$ cat src/rtl/i2s_tdm_tx_if.sv
// Write-side handshake bundle for i2s_tdm_tx.
// The producer drives wr_valid/wr_data. The transmitter answers with wr_ready, meaning its FIFO is not full.
interface i2s_tdm_tx_if #(
    parameter int DATA_W = 32
);
    logic              wr_valid;
    logic              wr_ready;
    logic [DATA_W-1:0] wr_data;

    modport master (output wr_valid, output wr_data, input  wr_ready);
    modport slave  (input  wr_valid, input  wr_data, output wr_ready);
endinterface

$ cat src/rtl/i2s_tdm_tx.sv
// i2s_tdm_tx: N-channel serial audio master transmitter (I2S / left-justified / TDM framing).
//
// Words arrive through a valid/ready FIFO. A whole frame of CHANNELS words is popped into a
// shadow buffer at every frame start. Bits are then shifted out on sd, MSB first.
// sclk is a registered divided clock. sd and ws only change in the pclk cycle where sclk falls.
//
// When tran_en is raised from idle, sclk produces one lead-in pulse with ws=sd=0. The first frame
// is loaded at the falling edge of that pulse.
//
// TDM sync is driven high during the last bit of every frame. Back-to-back frames therefore see the
// sync one bit before slot 0. The very first frame after idle has no preceding sync bit.
//
// Optional feature, controlled by macro I2S_TX_REPEAT_ON_UNDERRUN_EN:
//   defined   - an underrun frame repeats the previous shadow words (zeros if none since reset)
//   undefined - an underrun frame is all zeros
module i2s_tdm_tx #(
    parameter int DATA_W     = 32,
    parameter int CHANNELS   = 2,
    parameter int FIFO_DEPTH = 8,
    parameter int DIV_W      = 8
) (
    input  logic                        pclk,
    input  logic                        preset,
    input  logic                        tran_en,
    input  logic [1:0]                  mode,
    input  logic [$clog2(DATA_W)-1:0]   word_size,
    input  logic [$clog2(DATA_W)-1:0]   slot_size,
    input  logic [DIV_W-1:0]            clk_div,
    i2s_tdm_tx_if.slave                 wr,
    output logic                        sclk,
    output logic                        ws,
    output logic                        sd,
    output logic [$clog2(FIFO_DEPTH):0] fifo_level,
    output logic                        underrun
);
    localparam int SZ_W   = $clog2(DATA_W);
    localparam int PTR_W  = $clog2(FIFO_DEPTH);
    localparam int LVL_W  = PTR_W + 1;
    localparam int SLOT_W = $clog2(CHANNELS);
    localparam logic [SLOT_W-1:0] LAST_SLOT = SLOT_W'(CHANNELS - 1);
    localparam logic [SLOT_W-1:0] HALF_SLOT = SLOT_W'(CHANNELS / 2);
    localparam logic [1:0] MODE_I2S = 2'd0;
    localparam logic [1:0] MODE_TDM = 2'd2;

    typedef enum logic [1:0] {ST_IDLE, ST_RUN, ST_STOP} state_t;

    state_t            state_reg;
    logic [DIV_W-1:0]  div_cnt_reg;
    logic              sclk_reg;
    logic [PTR_W-1:0]  wr_ptr_reg, rd_ptr_reg;
    logic [LVL_W-1:0]  level_reg, level_next;
    logic [DATA_W-1:0] mem [FIFO_DEPTH];
    logic [DATA_W-1:0] shadow_reg [CHANNELS];
    logic [DATA_W-1:0] fifo_word [CHANNELS];
    logic [DATA_W-1:0] load_word [CHANNELS];
    logic [1:0]        mode_reg;
    logic [SZ_W-1:0]   wsz_reg, ssz_reg, bit_cnt_reg, nxt_bit;
    logic [SLOT_W-1:0] slot_cnt_reg, nxt_slot;
    logic              ws_reg, sd_reg, prev_bit_reg, underrun_reg;
    logic              nxt_data, nxt_ws, load_bit;

    // The bit clock only runs while a transfer is requested or still finishing.
    wire clk_run      = (state_reg != ST_IDLE) || tran_en;
    wire div_wrap     = div_cnt_reg >= clk_div;
    wire fall_tick    = clk_run && div_wrap && sclk_reg;
    wire enough       = level_reg >= LVL_W'(CHANNELS);
    wire at_last_bit  = bit_cnt_reg == ssz_reg;
    wire at_frame_end = (state_reg == ST_RUN) && at_last_bit && (slot_cnt_reg == LAST_SLOT);
    wire do_load      = fall_tick && tran_en && ((state_reg == ST_IDLE) || at_frame_end);
    wire pop          = do_load && enough;
    wire wr_fire      = wr.wr_valid && wr.wr_ready;

    // Returns the bit sent at position b of a slot: word bits wsz..0 MSB first, then zero padding.
    function automatic logic pick_bit(input logic [DATA_W-1:0] w,
                                      input logic [SZ_W-1:0] wsz,
                                      input logic [SZ_W-1:0] b);
        if (b > wsz) return 1'b0;
        return w[wsz - b];
    endfunction

    // The frame is read straight from the FIFO. On underrun it falls back to the repeat or zero policy.
    generate
        for (genvar gi = 0; gi < CHANNELS; gi++) begin : g_frame
            assign fifo_word[gi] = mem[rd_ptr_reg + PTR_W'(gi)];
`ifdef I2S_TX_REPEAT_ON_UNDERRUN_EN
            assign load_word[gi] = enough ? fifo_word[gi] : shadow_reg[gi];
`else
            assign load_word[gi] = enough ? fifo_word[gi] : '0;
`endif
        end
    endgenerate

    assign level_next = level_reg + LVL_W'(wr_fire) - (pop ? LVL_W'(CHANNELS) : LVL_W'(0));
    assign load_bit   = load_word[0][word_size];

    // Position that follows the current one inside a running frame.
    always_comb begin
        nxt_bit  = at_last_bit ? '0 : bit_cnt_reg + SZ_W'(1);
        nxt_slot = at_last_bit ? slot_cnt_reg + SLOT_W'(1) : slot_cnt_reg;
        nxt_data = pick_bit(shadow_reg[nxt_slot], wsz_reg, nxt_bit);
        if (mode_reg == MODE_TDM)
            nxt_ws = (nxt_bit == ssz_reg) && (nxt_slot == LAST_SLOT);
        else
            nxt_ws = nxt_slot >= HALF_SLOT;
    end

    // Bit-clock divider: toggle sclk every clk_div+1 pclk cycles. Park it low when idle.
    always_ff @(posedge pclk or negedge preset) begin
        if (!preset) begin
            div_cnt_reg <= '0;
            sclk_reg    <= 1'b0;
        end else if (!clk_run) begin
            div_cnt_reg <= '0;
            sclk_reg    <= 1'b0;
        end else if (div_wrap) begin
            div_cnt_reg <= '0;
            sclk_reg    <= ~sclk_reg;
        end else begin
            div_cnt_reg <= div_cnt_reg + DIV_W'(1);
        end
    end

    // FIFO storage: no reset; contents are invalidated by clearing the pointers.
    always_ff @(posedge pclk) begin
        if (wr_fire) mem[wr_ptr_reg] <= wr.wr_data;
    end

    // FIFO pointers and fill level. A frame load pops CHANNELS words at once.
    always_ff @(posedge pclk or negedge preset) begin
        if (!preset) begin
            wr_ptr_reg <= '0;
            rd_ptr_reg <= '0;
            level_reg  <= '0;
        end else begin
            if (wr_fire) wr_ptr_reg <= wr_ptr_reg + PTR_W'(1);
            if (pop)     rd_ptr_reg <= rd_ptr_reg + PTR_W'(CHANNELS);
            level_reg <= level_next;
        end
    end

    // Frame sequencer: loads frames, walks bit/slot counters and drives ws/sd at each sclk fall.
    always_ff @(posedge pclk or negedge preset) begin
        if (!preset) begin
            state_reg    <= ST_IDLE;
            mode_reg     <= '0;
            wsz_reg      <= '0;
            ssz_reg      <= '0;
            bit_cnt_reg  <= '0;
            slot_cnt_reg <= '0;
            ws_reg       <= 1'b0;
            sd_reg       <= 1'b0;
            prev_bit_reg <= 1'b0;
            underrun_reg <= 1'b0;
            for (int i = 0; i < CHANNELS; i++) shadow_reg[i] <= '0;
        end else begin
            underrun_reg <= 1'b0;
            if (do_load) begin
                state_reg    <= ST_RUN;
                mode_reg     <= mode;
                wsz_reg      <= word_size;
                ssz_reg      <= slot_size;
                bit_cnt_reg  <= '0;
                slot_cnt_reg <= '0;
                underrun_reg <= !enough;
                for (int i = 0; i < CHANNELS; i++) shadow_reg[i] <= load_word[i];
                ws_reg       <= 1'b0;
                // I2S emits the previous frame's final bit here, so data trails ws by one sclk.
                sd_reg       <= (mode == MODE_I2S) ? prev_bit_reg : load_bit;
                prev_bit_reg <= load_bit;
            end else if (fall_tick) begin
                case (state_reg)
                    ST_RUN: begin
                        if (at_frame_end) begin
                            state_reg    <= ST_STOP;
                            ws_reg       <= 1'b0;
                            sd_reg       <= (mode_reg == MODE_I2S) ? prev_bit_reg : 1'b0;
                            prev_bit_reg <= 1'b0;
                        end else begin
                            bit_cnt_reg  <= nxt_bit;
                            slot_cnt_reg <= nxt_slot;
                            ws_reg       <= nxt_ws;
                            sd_reg       <= (mode_reg == MODE_I2S) ? prev_bit_reg : nxt_data;
                            prev_bit_reg <= nxt_data;
                        end
                    end
                    ST_STOP: begin
                        state_reg <= ST_IDLE;
                        ws_reg    <= 1'b0;
                        sd_reg    <= 1'b0;
                    end
                    default: ;
                endcase
            end
        end
    end

    assign sclk        = sclk_reg;
    assign ws          = ws_reg;
    assign sd          = sd_reg;
    assign underrun    = underrun_reg;
    assign fifo_level  = level_reg;
    assign wr.wr_ready = level_reg != LVL_W'(FIFO_DEPTH);
endmodule

$ cat src/flat_wrapper.sv
// flat-port wrapper written by rule: the top's interface ports become plain ports
module i2s_tdm_tx_flat 
#(
    parameter int DATA_W     = 32,
    parameter int CHANNELS   = 2,
    parameter int FIFO_DEPTH = 8,
    parameter int DIV_W      = 8
)
  (pclk, preset, tran_en, mode, word_size, slot_size, clk_div, sclk, ws, sd, fifo_level, underrun, wr_wr_valid, wr_wr_data, wr_wr_ready);
  i2s_tdm_tx_if #(.DATA_W(DATA_W)) wr_i ();
  input  logic pclk;
  input  logic preset;
  input  logic tran_en;
  input  logic [1:0] mode;
  input  logic [$clog2(DATA_W)-1:0] word_size;
  input  logic [$clog2(DATA_W)-1:0] slot_size;
  input  logic [DIV_W-1:0] clk_div;
  output logic sclk;
  output logic ws;
  output logic sd;
  output logic [$clog2(FIFO_DEPTH):0] fifo_level;
  output logic underrun;
  input wire logic [$bits(wr_i.wr_valid)-1:0] wr_wr_valid;
  input wire logic [$bits(wr_i.wr_data)-1:0] wr_wr_data;
  output wire logic [$bits(wr_i.wr_ready)-1:0] wr_wr_ready;
  assign wr_i.wr_valid = wr_wr_valid;
  assign wr_i.wr_data = wr_wr_data;
  assign wr_wr_ready = wr_i.wr_ready;
  i2s_tdm_tx #(.DATA_W(DATA_W), .CHANNELS(CHANNELS), .FIFO_DEPTH(FIFO_DEPTH), .DIV_W(DIV_W)) u_core (.pclk(pclk), .preset(preset), .tran_en(tran_en), .mode(mode), .word_size(word_size), .slot_size(slot_size), .clk_div(clk_div), .wr(wr_i), .sclk(sclk), .ws(ws), .sd(sd), .fifo_level(fifo_level), .underrun(underrun));
endmodule
$ cat config.mk
export PLATFORM = sky130hd
export DESIGN_NAME = i2s_tdm_tx_flat
export DESIGN_NICKNAME = d
export VERILOG_FILES = /design/src/rtl/i2s_tdm_tx_if.sv /design/src/rtl/i2s_tdm_tx.sv /design/src/flat_wrapper.sv
export SDC_FILE = /design/constraint.sdc
export NUM_CORES = 1
export LEC_CHECK = 0
export BUFFER_PORTS_ARGS = -buffer_cell sky130_fd_sc_hd__clkbuf_2
export CAP_MARGIN = 20
export CORE_MARGIN = 2
export CORE_UTILIZATION = 35
export DETAILED_ROUTE_END_ITERATION = 6
export PLACE_DENSITY = 0.46
export SKIP_LAST_GASP = 1
export SYNTH_ARGS = -nofsm -noshare
export SYNTH_HDL_FRONTEND = slang
export SYNTH_SLANG_ARGS = --single-unit
$ cat constraint.sdc
create_clock -name pclk -period 5.34 [get_ports pclk]
set_input_delay 1.068 -clock pclk [delete_from_list [all_inputs] [get_ports pclk]]
set_output_delay 1.068 -clock pclk [all_outputs]
set_load 0.05 [all_outputs]
# Yosys cells after proc, flatten, opt, wreduce, memory -nomap -nowiden
# Memory sizes are Yosys's and may differ from the RTL's.
# Index checks and enable logic that the tools add are counted.
[totals] register_bits=107 out_inout_bits=9 mem_bits_rw=256 in_bits=56 elab_cells=118 memories=1
[memory_table] memory="u_core.mem" words=8 word_bits=32 read_ports=2 rd_ports_with_merged_regs=0 wr=1 line="i2s_tdm_tx.sv:52" rtl="logic [DATA_W-1:0] mem [FIFO_DEPTH];"
[classes] n_eq_ne=9 mux=50 magnitude_cmp=7 bitwise_logic=2 n_reduce_logical=23 add_sub_neg=9
[ops] op="32-bit 2-to-1 mux" n=5
[ops] op="1-bit 2-to-1 mux" n=29
[ops] op="5-bit 2-to-1 mux" n=5
[ops] op="8-bit 2-to-1 mux" n=2
[ops] op="5-bit by 6-bit less-than comparator with 1-bit output (second input constant)" n=2
[ops] op="1-bit binary-select mux with 5-bit select" n=2
[ops] op="5-bit == test" n=2
[ops] op="1-bit logical AND" n=9
[ops] op="8-bit by 1-bit adder with 8-bit output (second input constant)" n=1
[ops] op="8-bit >= comparator" n=1
[ops] op="2-bit 2-to-1 mux" n=4
[ops] op="3-bit by 1-bit adder with 3-bit output (second input constant)" n=2
[ops] op="2-bit zero test" n=3
[ops] op="3-bit AND reduction" n=2
[ops] op="2-bit nonzero test" n=3
[ops] op="5-bit by 1-bit adder with 5-bit output (second input constant)" n=1
[ops] op="5-bit > comparator" n=1
[ops] op="5-bit subtractor" n=1
[ops] op="4-bit by 1-bit adder with 4-bit output" n=1
[ops] op="2-bit == test (second input constant)" n=2
[ops] op="4-bit by 2-bit >= comparator with 1-bit output (second input constant)" n=1
[ops] op="2-bit inequality test (second input constant)" n=2
[ops] op="4-bit inequality test (second input constant)" n=1
[ops] op="1-bit case mux with 2 select lines" n=2
[ops] op="other kinds (14)" n=16

# Logic depth before layout (Yosys ltp)
[depth] ltp_word=14 depth_mapped=18 depth_no_buf=14

# Least setup slack after synthesis
# No wires, ideal clock.
[synth_path] path_type="register to register" start="register u_core.level_reg[2], in the netlist u_core.fifo_level[2]" end="memory u_core.mem[0][0], enable pin" required_ns=4.879 arrival_ns=4.068 path_stages_with_launch=8 setup_ns=0.461 path_slack_ns=0.811 path_buffers=1 period_less_slack_ns=4.529 path_cell_list="dfrtp_1 -> inv_1 -> ha_1 -> nand2_1 -> and2_1 -> clkbuf_1 -> nand2b_1 -> nor3_1"
[synth_between] elab_chain_len=4
[synth_lines] item="from (decl)" line="i2s_tdm_tx.sv:51" rtl="logic [LVL_W-1:0] level_reg, level_next;"
[synth_lines] item="from (signal assigned)" line="i2s_tdm_tx.sv:137" rtl="level_reg <= level_next;"
[synth_lines] item="4-bit inequality test" line="i2s_tdm_tx.sv:202" rtl="assign wr.wr_ready = level_reg != LVL_W'(FIFO_DEPTH);"
[synth_lines] item="named net wr_wr_ready" line="flat_wrapper.sv:25" rtl="output wire logic [$bits(wr_i.wr_ready)-1:0] wr_wr_ready;"
[synth_lines] item="1-bit logical AND" line="i2s_tdm_tx.sv:71" rtl="wire wr_fire = wr.wr_valid && wr.wr_ready;"
[synth_lines] item="named net u_core.wr_fire" line="i2s_tdm_tx.sv:71"
[synth_lines] item="1-bit 2-to-1 mux" line="i2s_tdm_tx.sv:125" rtl="if (wr_fire) mem[wr_ptr_reg] <= wr.wr_data;"
[synth_lines] item="1-bit 2-to-1 mux (not written as such)" line="i2s_tdm_tx.sv:125"
[synth_lines] item="to (decl)" line="i2s_tdm_tx.sv:52"
# The timed path passes the listed nets, and every way through them passes these cells.

# Worst setup path in the final report
[layout_path] start="register u_core.bit_cnt_reg[0]" end="register u_core.prev_bit_reg"
[layout_between] elab_chain_len=13 elab_cells_between_ends=25 classes_between="2 x add/sub; 1 x order compare; 1 x eq/ne; 13 x mux; 1 x bitwise; 7 x reduce/logical"
[layout_lines] item="from (decl)" line="i2s_tdm_tx.sv:57" rtl="logic [SZ_W-1:0] wsz_reg, ssz_reg, bit_cnt_reg, nxt_bit;"
[layout_lines] item="from (signal assigned)" line="i2s_tdm_tx.sv:179" rtl="bit_cnt_reg <= nxt_bit;"
[layout_lines] item="branches (longest 13 deep; another with 5-bit by 1-bit adder with 5-bit output)"
[layout_lines] item="to (signal assigned)" line="i2s_tdm_tx.sv:169" rtl="prev_bit_reg <= load_bit;"
[layout_lines] item="to (signal assigned)" line="i2s_tdm_tx.sv:183" rtl="prev_bit_reg <= nxt_data;"
[layout_lines] item="to (decl)" line="i2s_tdm_tx.sv:59" rtl="logic ws_reg, sd_reg, prev_bit_reg, underrun_reg;"
# Parallel ways; which one is timed is not known. The select of a mux whose other input is x is not followed.
# A chain may end at the register's enable or synchronous reset.

==> flow_summary.toml <==
[status]
status = "complete, no violations"

[power_and_ir_drop]
p_leak_uw = 0.00703
p_total_uw = 8600
p_per_area_nw_per_um2 = 456
peakVddDrop_v = 0.000265

[place]
dp_hpwl_um = 27400
place.gp.congestion = 0.846
portBuffers = 64
post-place-ws_ps = 1010

[sta]
relSlewSlack_pct = 40.6
fin_crit_sh_pct = 81.0
setup_ws_ps = 1020
setup_viol = 0
rsz0062_at_grt = "no"
fin_worst_skew_ps = 15.2
maxSlewViolCount = 0
fin_hold_ws_ps = 340
worstMarginPinSlew_ps = 891
hold_viol_final = 0
tns_ps = 0
fin_crit_ps = 4320
timing.fmax_ghz = 0.231

[global_route]
grt_max_degree = 71
grt_pass1_vias = 9820
overflow = 0
grt_pass1_wl_um = 63400
antenna_found_initial = 1
grtUsageTotal_pct = 17.2

[cells_and_area]
largest_reg_flops = 256
layout-drive-gt1-share_pct = 21.7
fin_util_pct = 40.6
syn_to_final_growth_pct = 14.5
nFillCells = 4335
antenna_cells = 0
num-nets-final = 1298

[clocking]
path_clk_slew_ps = 60
hold_buffers = 0
insertion_delay_ps = 550
cts_resized = 0
max-clock-path-buffers = 3
clkSinkCount = 362
tritoncts = "built"
ctsRootBufferMaster = "clkbuf_16"
cts-htree-levels = 2
cts_buffers = 41
postCtsSetupBuffers = 0

[floorplanning]
core_area_sq_um = 46500
start_util_pct = 35.5
io_pins = 65
die_y_um = 221
fp-row-count = 79
die_x_um = 221
die_area_sq_um = 48800

[detailed_routing]
routed_wl_um = 41200
via_per_inst = 5.22
antenna_left = 0
drt_iter0_drc = 651
route.detailed.drc = 0
route.vias.total = 9669
first_pass_iters = 5
drt-wirelength-per-cell_um = 22.2

[yosys]
netlist.area_leader.share_pct = 46.7
post-synth-top-count-cell = "edfxtp_1"
synth_edf_count = 256
synth.area.top_cells = "edfxtp_1 47%, dfrtp_1 16%, mux4_2 9.6%, nand2_1 4.3%, mux4_1 3.2%"
async_flop_share_pct = 29.3
syn-num-nets = 1233
ys_warn_count = 0
ys_ff_latch = 362
synth_top_area_cell = "edfxtp_1"
synthCells = 1151
syn_avg_cell_area_sq_um = 14.3
synthesis.area_sq_um = 16500
synthTopCellsByCount = "256 x edfxtp_1, 187 x nand2_1, 106 x dfrtp_1, 70 x mux4_2, 62 x nand3_1"
yosysUniqueCellTypes = 65
synth_flop_cell = "edfxtp_1"
yosysSeqAreaShare_pct = 62.8

[critical_path]
crit_end = "u_core.prev_bit_reg$_DFFE_PN0P_"
crit_type = "flop to flop"
r2r_setup_slack_ps = 1020
crit_arrival_ps = 4770
crit_fanout = 19
start_kind = "flop"
rr_worst_depth = 15
required_ps = 5780
startpoint = "u_core.bit_cnt_reg[0]$_DFFE_PN0P_"
r2r-start = "u_core.bit_cnt_reg[0]$_DFFE_PN0P_"
worstReg2RegEnd = "u_core.prev_bit_reg$_DFFE_PN0P_"
critPathCaptureType = "flop"

[flow_run]
maxCapViolCount = 0

[hold_path]
min_path_type = "primary input to async pin"
## cell usage in the layout (no fill, tap or decap), types with 13 or more instances in the layout
master	n
nor2_1	34
buf_4	32
nor3_1	15
clkbuf_16	41
ha_1	25
dfrtp_1	103
mux4_2	70
clkbuf_2	63
a211oi_1	17
mux2_2	22
nand2_1	186
xnor2_1	17
nand3_1	62
nand2b_1	32
mux4_1	20
o21ai_0	35
edfxtp_1	256
mux2i_1	13
inv_1	29
## metrics by stage
stage,instances,instance area (sq um)
6_report,1853,18900
5_1_grt,1853,18900
4_1_cts,1853,18900
3_5_place_dp,1780,17500
3_3_place_gp,1780,17500
2_1_floorplan,1151,16500
## per-layer routing
metal	wire [um]	track usage, %	up-vias
met5	13	0	-
met4	719	4.16	2
met3	1530	2.97	42
met2	19800	27.9	178
met1	19100	24.0	4940
li1	-	-	4507
## where the power goes
part           switching, uW  internal, uW
registers                237          3460
logic                   1290           792
clock network           1130          1690
total                   2650          5950
## cell families after synthesis
kind of cell	after synthesis	synth area share, %
buffers and inverters	103	2.75
adders and majority gates	26	2.02
and+or+nand+nor	381	10.6
xor gates and xnor gates	27	1.44
DFF	362	62.8
muxes	126	15.1
AOI/OAI and AO/OA	126	5.32
## worst min path at each step
stage,from,end,cells past startpoint
after floorplan,u_core.shadow_reg[0]$_DFFE_PN0N_,u_core.shadow_reg[0]$_DFFE_PN0N_,2
after global placement,u_core.shadow_reg[40]$_DFFE_PN0N_,u_core.shadow_reg[40]$_DFFE_PN0N_,2
after detailed placement,u_core.shadow_reg[12]$_DFFE_PN0N_,u_core.shadow_reg[12]$_DFFE_PN0N_,2
after CTS,preset,u_core.wr_ptr_reg[1]$_DFFE_PN0P_,1
after global routing,preset,u_core.wr_ptr_reg[1]$_DFFE_PN0P_,1
final,preset,u_core.wr_ptr_reg[1]$_DFFE_PN0P_,1
## final cells by class
cell class	instances	area [sq um]	share of cell area (%)
Clock buffer	44	1040	5.50
Inverter	30	113	0.597
Timing Repair Buffer	95	556	2.95
Clock inverter	29	297	1.57
Sequential cell	362	10300	54.9
Multi-Input combinational cell	686	5750	30.5
Tap cell	607	759	4.03
## critical path, stage by stage, from the launching register on
cell and delay, ps:
dfrtp_1 460, xnor2_1 200, nand3_1 90, buf_4 210
nor2_1 130, nor2_1 70, ha_1 230, fa_1 1030
nand2_1 340, o22ai_1 230, mux2_2 180, a21oi_1 60
a41o_1 240, nor4_1 380, nor3_1 130, o211a_1 220
(Power assumes the default switching activity.)
